--- config.mk ---
export PLATFORM = sky130hd
export DESIGN_NAME = keypad_encoder_sync
export DESIGN_NICKNAME = d
export VERILOG_FILES = /design/src/rtl/keypad_pkg.sv /design/src/rtl/keypad_sync2.sv /design/src/rtl/keypad_encoder_sync.sv
export SDC_FILE = /design/constraint.sdc
export NUM_CORES = 1
export LEC_CHECK = 0
export CAP_MARGIN = 20
export CORE_UTILIZATION = 54
export DETAILED_ROUTE_END_ITERATION = 12
export PLACE_DENSITY = 0.78
export SLEW_MARGIN = 20
export SYNTH_ARGS = -nofsm -noshare
export SYNTH_HDL_FRONTEND = slang
export SYNTH_SLANG_ARGS = --single-unit
--- constraint.sdc ---
create_clock -name clk -period 2.39 [get_ports clk]
set_clock_uncertainty 0.1 [all_clocks]
set_input_delay 0.478 -clock clk [delete_from_list [all_inputs] [get_ports clk]]
set_output_delay 0.478 -clock clk [all_outputs]
set_load 0.01 [all_outputs]
--- src/rtl/keypad_pkg.sv ---
// Shared types and default constants for the keypad encoder.
package keypad_pkg;

  typedef enum logic [1:0] {
    IDLE,
    DEBOUNCE,
    HELD
  } kp_state_e;

  localparam int NUM_KEYS_DEF = 10;
  localparam int CODE_W_DEF   = 4;
  localparam int DEBOUNCE_DEF = 4;

endpackage

--- src/rtl/keypad_sync2.sv ---
// Two-flop synchronizer for asynchronous key lines.
module keypad_sync2 #(
  parameter int W = 1
) (
  input  logic         clk,
  input  logic         rst_n,
  input  logic [W-1:0] d,
  output logic [W-1:0] q
);

  logic [W-1:0] meta;

  always_ff @(posedge clk or negedge rst_n) begin
    if (!rst_n) begin
      meta <= '0;
      q    <= '0;
    end else begin
      meta <= d;
      q    <= meta;
    end
  end

endmodule

--- src/rtl/keypad_encoder_sync.sv ---
// Debounced keypad encoder; KEYPAD_ENCODER_MULTI_ERR_EN rejects
// multi-key patterns with a multi_key pulse.
module keypad_encoder_sync
  import keypad_pkg::*;
#(
  parameter int NUM_KEYS        = NUM_KEYS_DEF,
  parameter int CODE_W          = CODE_W_DEF,
  parameter int DEBOUNCE_CYCLES = DEBOUNCE_DEF
) (
  input  logic                clk,
  input  logic                rst_n,
  input  logic [NUM_KEYS-1:0] keyboard,
  input  logic                enablen,
  output logic [CODE_W-1:0]   bcd,
  output logic                valid_data,
  output logic                key_held,
  output logic                multi_key
);

  localparam logic [7:0] DB = 8'(DEBOUNCE_CYCLES);

  kp_state_e           state, state_n;
  logic [7:0]          cnt, cnt_n;
  logic [NUM_KEYS-1:0] kb_s, cand, cand_n;
  logic [CODE_W-1:0]   bcd_n, enc;
  logic                valid_n, multi_n;
  logic                legal, illegal, mlock;

  keypad_sync2 #(.W(NUM_KEYS)) u_sync (
    .clk   (clk),
    .rst_n (rst_n),
    .d     (keyboard),
    .q     (kb_s)
  );

`ifdef KEYPAD_ENCODER_MULTI_ERR_EN
  assign legal   = $onehot(kb_s);
  assign illegal = (|kb_s) && !legal;

  // Lock stops repeated error pulses until all keys are released.
  always_ff @(posedge clk or negedge rst_n) begin
    if (!rst_n) begin
      mlock <= 1'b0;
    end else if (kb_s == '0) begin
      mlock <= 1'b0;
    end else if (multi_n) begin
      mlock <= 1'b1;
    end
  end
`else
  assign legal   = |kb_s;
  assign illegal = 1'b0;
  assign mlock   = 1'b1;
`endif

  // Highest set index wins.
  always_comb begin
    enc = '0;
    for (int i = 0; i < NUM_KEYS; i++) begin
      if (cand[i]) enc = CODE_W'(i);
    end
  end

  always_comb begin
    state_n = state;
    cnt_n   = cnt;
    cand_n  = cand;
    bcd_n   = bcd;
    valid_n = 1'b0;
    multi_n = 1'b0;
    unique case (state)
      IDLE: begin
        if (!enablen && legal) begin
          cand_n  = kb_s;
          cnt_n   = 8'd1;
          state_n = DEBOUNCE;
        end else if (!enablen && illegal && !mlock) begin
          multi_n = 1'b1;
        end
      end
      DEBOUNCE: begin
        if (enablen || kb_s != cand) begin
          cnt_n   = '0;
          state_n = IDLE;
        end else if (cnt < DB) begin
          cnt_n = cnt + 8'd1;
        end else begin
          bcd_n   = enc;
          valid_n = 1'b1;
          cnt_n   = '0;
          state_n = HELD;
        end
      end
      HELD: begin
        if (kb_s == '0) state_n = IDLE;
      end
      default: state_n = IDLE;
    endcase
  end

  always_ff @(posedge clk or negedge rst_n) begin
    if (!rst_n) begin
      state      <= IDLE;
      cnt        <= '0;
      cand       <= '0;
      bcd        <= '0;
      valid_data <= 1'b0;
      multi_key  <= 1'b0;
    end else begin
      state      <= state_n;
      cnt        <= cnt_n;
      cand       <= cand_n;
      bcd        <= bcd_n;
      valid_data <= valid_n;
      multi_key  <= multi_n;
    end
  end

  assign key_held = (state == HELD);

endmodule

==> flow_metrics.py <==
metrics = {
    "floorplanning": {
        "die-area_mm2": 0.003512,
        "core_area_mm2": 0.003078,
        "ioPinCount": 20,
        "die_width_um": 59.26,
        "die_h_um": 59.26,
        "rows": 20,
        "initial_core_util": 0.5752,
    },
    "routing": {
        "drc_errors": 0,
        "vias": 1112,
        "via_per_inst": 5.372,
        "wl_per_cell_um": 14.48,
        "antenna_left": 0,
        "drt_pass1_iterations": 4,
        "drtIter0Drc": 64,
        "finalWirelength_um": 2998,
    },
    "critical_path": {
        "r2r-start": "u_sync.q[4]$_DFF_PN0_",
        "crit_slowest_cell": "clkdlybuf4s50_1",
        "cp-start-kind": "register",
        "cp_slowest_stage_delay_ns": 0.52,
        "crit_type": "register to output port",
        "cp-end-kind": "output port",
        "path_common_cell": "inv_1",
        "cp.required_ns": 1.81,
        "worstPathMaxFanout": 5,
        "crit_path_start": "state[0]$_DFFE_PN0P_",
        "cp_top_family": "buffers and inverters",
        "cp_cell_sequence": "inv_1, nand2_1, inv_1, clkdlybuf4s50_1",
        "cp_num_buf_inv": 3,
        "crit_arrival_ns": 1.52,
    },
    "grt": {
        "antenna_found_initial": 0,
        "grt_overflow_total": 0,
        "grt_pass1_vias": 1179,
        "grt_pass1_wl_um": 5175,
        "grt_max_degree": 31,
        "track_usage": 0.2101,
    },
    "final_layout": {
        "n_antenna_cell": 0,
        "nFillCells": 239,
        "postLayoutCoreUtil": 0.6752,
        "nNetsFinal": 177,
        "postLayoutCellArea_mm2": 0.002078,
        "syn_to_final_growth_pct": 17.38,
        "layout.cells.non_filler": 207,
        "drive_above_1_share": 0.2147,
    },
    "clock_tree": {
        "holdBufCountCts": 0,
        "clkSlewWorstSetupHoldPaths_ns": 0.13,
        "cts-root-buf": "clkbuf_4",
        "insertion_delay_ns": 0.35,
        "cts_tree": "done",
        "postCtsResizedCells": 0,
        "htree_num_levels": 2,
        "cts_made_buffers": 5,
        "cts_buffer_depth": 2,
        "clkSinkCount": 45,
        "post_cts_buffers": 0,
    },
    "timing": {
        "rsz0062_at_grt": "no",
        "worstMarginPinSlew_ns": 0.6665,
        "slew_viol_final": 0,
        "clock.fmax_mhz": 475.5,
        "finalHoldViolations": 0,
        "finalCritPeriodShare": 0.8799,
        "setup_violations": 0,
        "fin_hold_ws_ns": 0.03913,
        "slew_headroom": 0.5556,
        "fin_ws_ns": 0.2871,
        "min_period_ns": 2.103,
    },
    "worst_hold_path": {
        "hold_path_class": "input pin to asynchronous set/reset pin",
    },
    "place": {
        "routabilityCongestion": 0.8704,
        "placed_cells": 200,
        "dpl_cell_area_mm2": 0.002019,
        "dp_hpwl_um": 2193,
        "numPortBuffers": 18,
        "pre_cts_ws_ns": -0.04717,
    },
    "pwr": {
        "powerDensity_mw_per_mm2": 665.7,
        "intPower_w": 0.001030,
        "p_sw_frac": 0.2552,
        "p_switching_w": 0.0003530,
        "pwr-share-comb": 0.120,
        "power_frac_seq": 0.614,
        "vdd_drop_max_v": 0.0005034,
        "clkPwrFrac": 0.265,
        "p_leak_nw": 0.8990,
    },
    "logic_synthesis": {
        "synth-seq-cells": 45,
        "synth_cell_type_count": 30,
        "synth_cells": 135,
        "netlist_area_mm2": 0.001770,
        "post_synth.cell_area_avg_um2": 13.11,
        "yosysSeqAreaShare": 0.6360,
        "yosysWarnings": 0,
        "synth_nets": 149,
    },
    "run": {
        "maxCapViolCount": 0,
    },
    "run_status": {
        "status": "completed",
    },
}
[cell usage after synthesis]
cell type / instances / area (um^2)
nand4_1: 5 / 31.28
o41a_1: 1 / 11.26
o21bai_1: 1 / 7.510
inv_1: 8 / 30.03
o21ai_0: 5 / 25.02
conb_1: 1 / 3.750
and2_1: 1 / 6.260
xnor2_1: 10 / 87.58
o22ai_1: 1 / 6.260
or4_4: 2 / 22.52
nand3_1: 3 / 15.01
o21ba_2: 1 / 10.01
nand2_1: 7 / 26.28
o21bai_2: 1 / 11.26
a21oi_1: 6 / 30.03
a41oi_2: 1 / 16.27
buf_6: 1 / 11.26
mux2_2: 12 / 135.1
buf_4: 1 / 7.510
a221o_1: 1 / 10.01
nor2_1: 8 / 30.03
nor4_2: 2 / 25.02
and3_1: 1 / 6.260
nor3b_1: 1 / 7.510
or2_2: 2 / 12.51
dfrtp_1: 45 / 1126
a22o_1: 2 / 17.52
a21bo_2: 1 / 10.01
nor4_1: 3 / 18.77
ha_1: 1 / 12.51
[worst reg2reg max path, stage by stage, from the launching register on]
cell	delay (ns)
dfrtp_1	0.43
or4_4	0.55
o41a_1	0.43
o21ba_2	0.26
a41oi_2	0.18
nor2_1	0.06
[area by class of cell]
cell class / instances / area (um^2) / share of cell area
Clock inverter: 1 / 7.507 / 0.003612
Multi-Input combinational cell: 80 / 595.6 / 0.2866
Tap cell: 44 / 55.05 / 0.02649
Timing Repair Buffer: 23 / 212.7 / 0.1023
Inverter: 8 / 30.03 / 0.01445
Sequential cell: 45 / 1126 / 0.5418
Clock buffer: 6 / 51.30 / 0.02468
[per-layer routing]
metal,track usage,vias up,share of wire
li1,-,527,-
met1,0.2593,541,0.44
met2,0.3146,31,0.47
met3,0.07205,13,0.039
met4,0.1361,0,0.045
met5,0,-,0
[placed cells by master, fill, tap and decap left out, types with 2 or more instances in the layout]
cell type	Yosys	routed
nand2_1	7	7
nor4_2	2	2
a21oi_1	6	6
mux2_2	12	12
or2_2	2	2
nand4_1	5	5
nor4_1	3	3
nand3_1	3	3
or4_4	2	2
nor2_1	8	8
dfrtp_1	45	45
o21ai_0	5	5
clkbuf_4	0	5
xnor2_1	10	10
inv_1	8	8
buf_4	1	5
a22o_1	2	2
clkdlybuf4s50_1	0	17
[stage by stage]
step,setup TNS (ns),total power [W]
2_1_floorplan,0,0.0009614
5_1_grt,0,0.001447
4_1_cts,0,0.001391
3_5_place_dp,-0.1286,0.001031
3_3_place_gp,0,0.001020
6_report,0,0.001384
[kinds of logic (layout without fill, tap and decap cells)]
family,Yosys count,in the layout,synth area share
AO/OA/AOI/OAI,21,21,0.08764
multiplexers,12,12,0.07633
XOR/XNOR,10,10,0.04947
adder cells (fa/ha/maj),1,1,0.007066
AND/OR/NAND/NOR,35,35,0.1138
other,1,1,0.002118
buffers and inverters,10,38,0.02756
flip-flops,45,45,0.6360
[power groups by stage]
stage	logic, W	clock network, W	registers [W]
floorplan	0.000108	0	0.000853
global placement	0.000159	0	0.000861
detailed placement	0.000166	0	0.000865
CTS	0.000168	0.000373	0.000850
global route	0.000185	0.000405	0.000858
finish	0.000166	0.000367	0.000850
[state kept, by name, indices dropped and copies added (netlist names)]
register and count:
bcd 4, cand 10, cnt 8, state 2, u_sync.meta 10, u_sync.q 10
valid_data 1
[worst paths after layout]
kind | end | slack (ns) | cells after the start
hold reg to reg | u_sync.q[1]$_DFF_PN0_ | 0.26 | 0
min in group clk | u_sync.q[1]$_DFF_PN0_ | 0.26 | 0
setup / recovery | key_held | 0.29 | 4
setup reg to reg | cnt[7]$_DFFE_PN0P_ | 0.29 | 5
max in group asynchronous | cand[8]$_DFFE_PN0P_ | 1.55 | 2
hold / removal | cnt[5]$_DFFE_PN0P_ | 0.04 | 1
No activity file was read; power rests on OpenSTA's default activity.
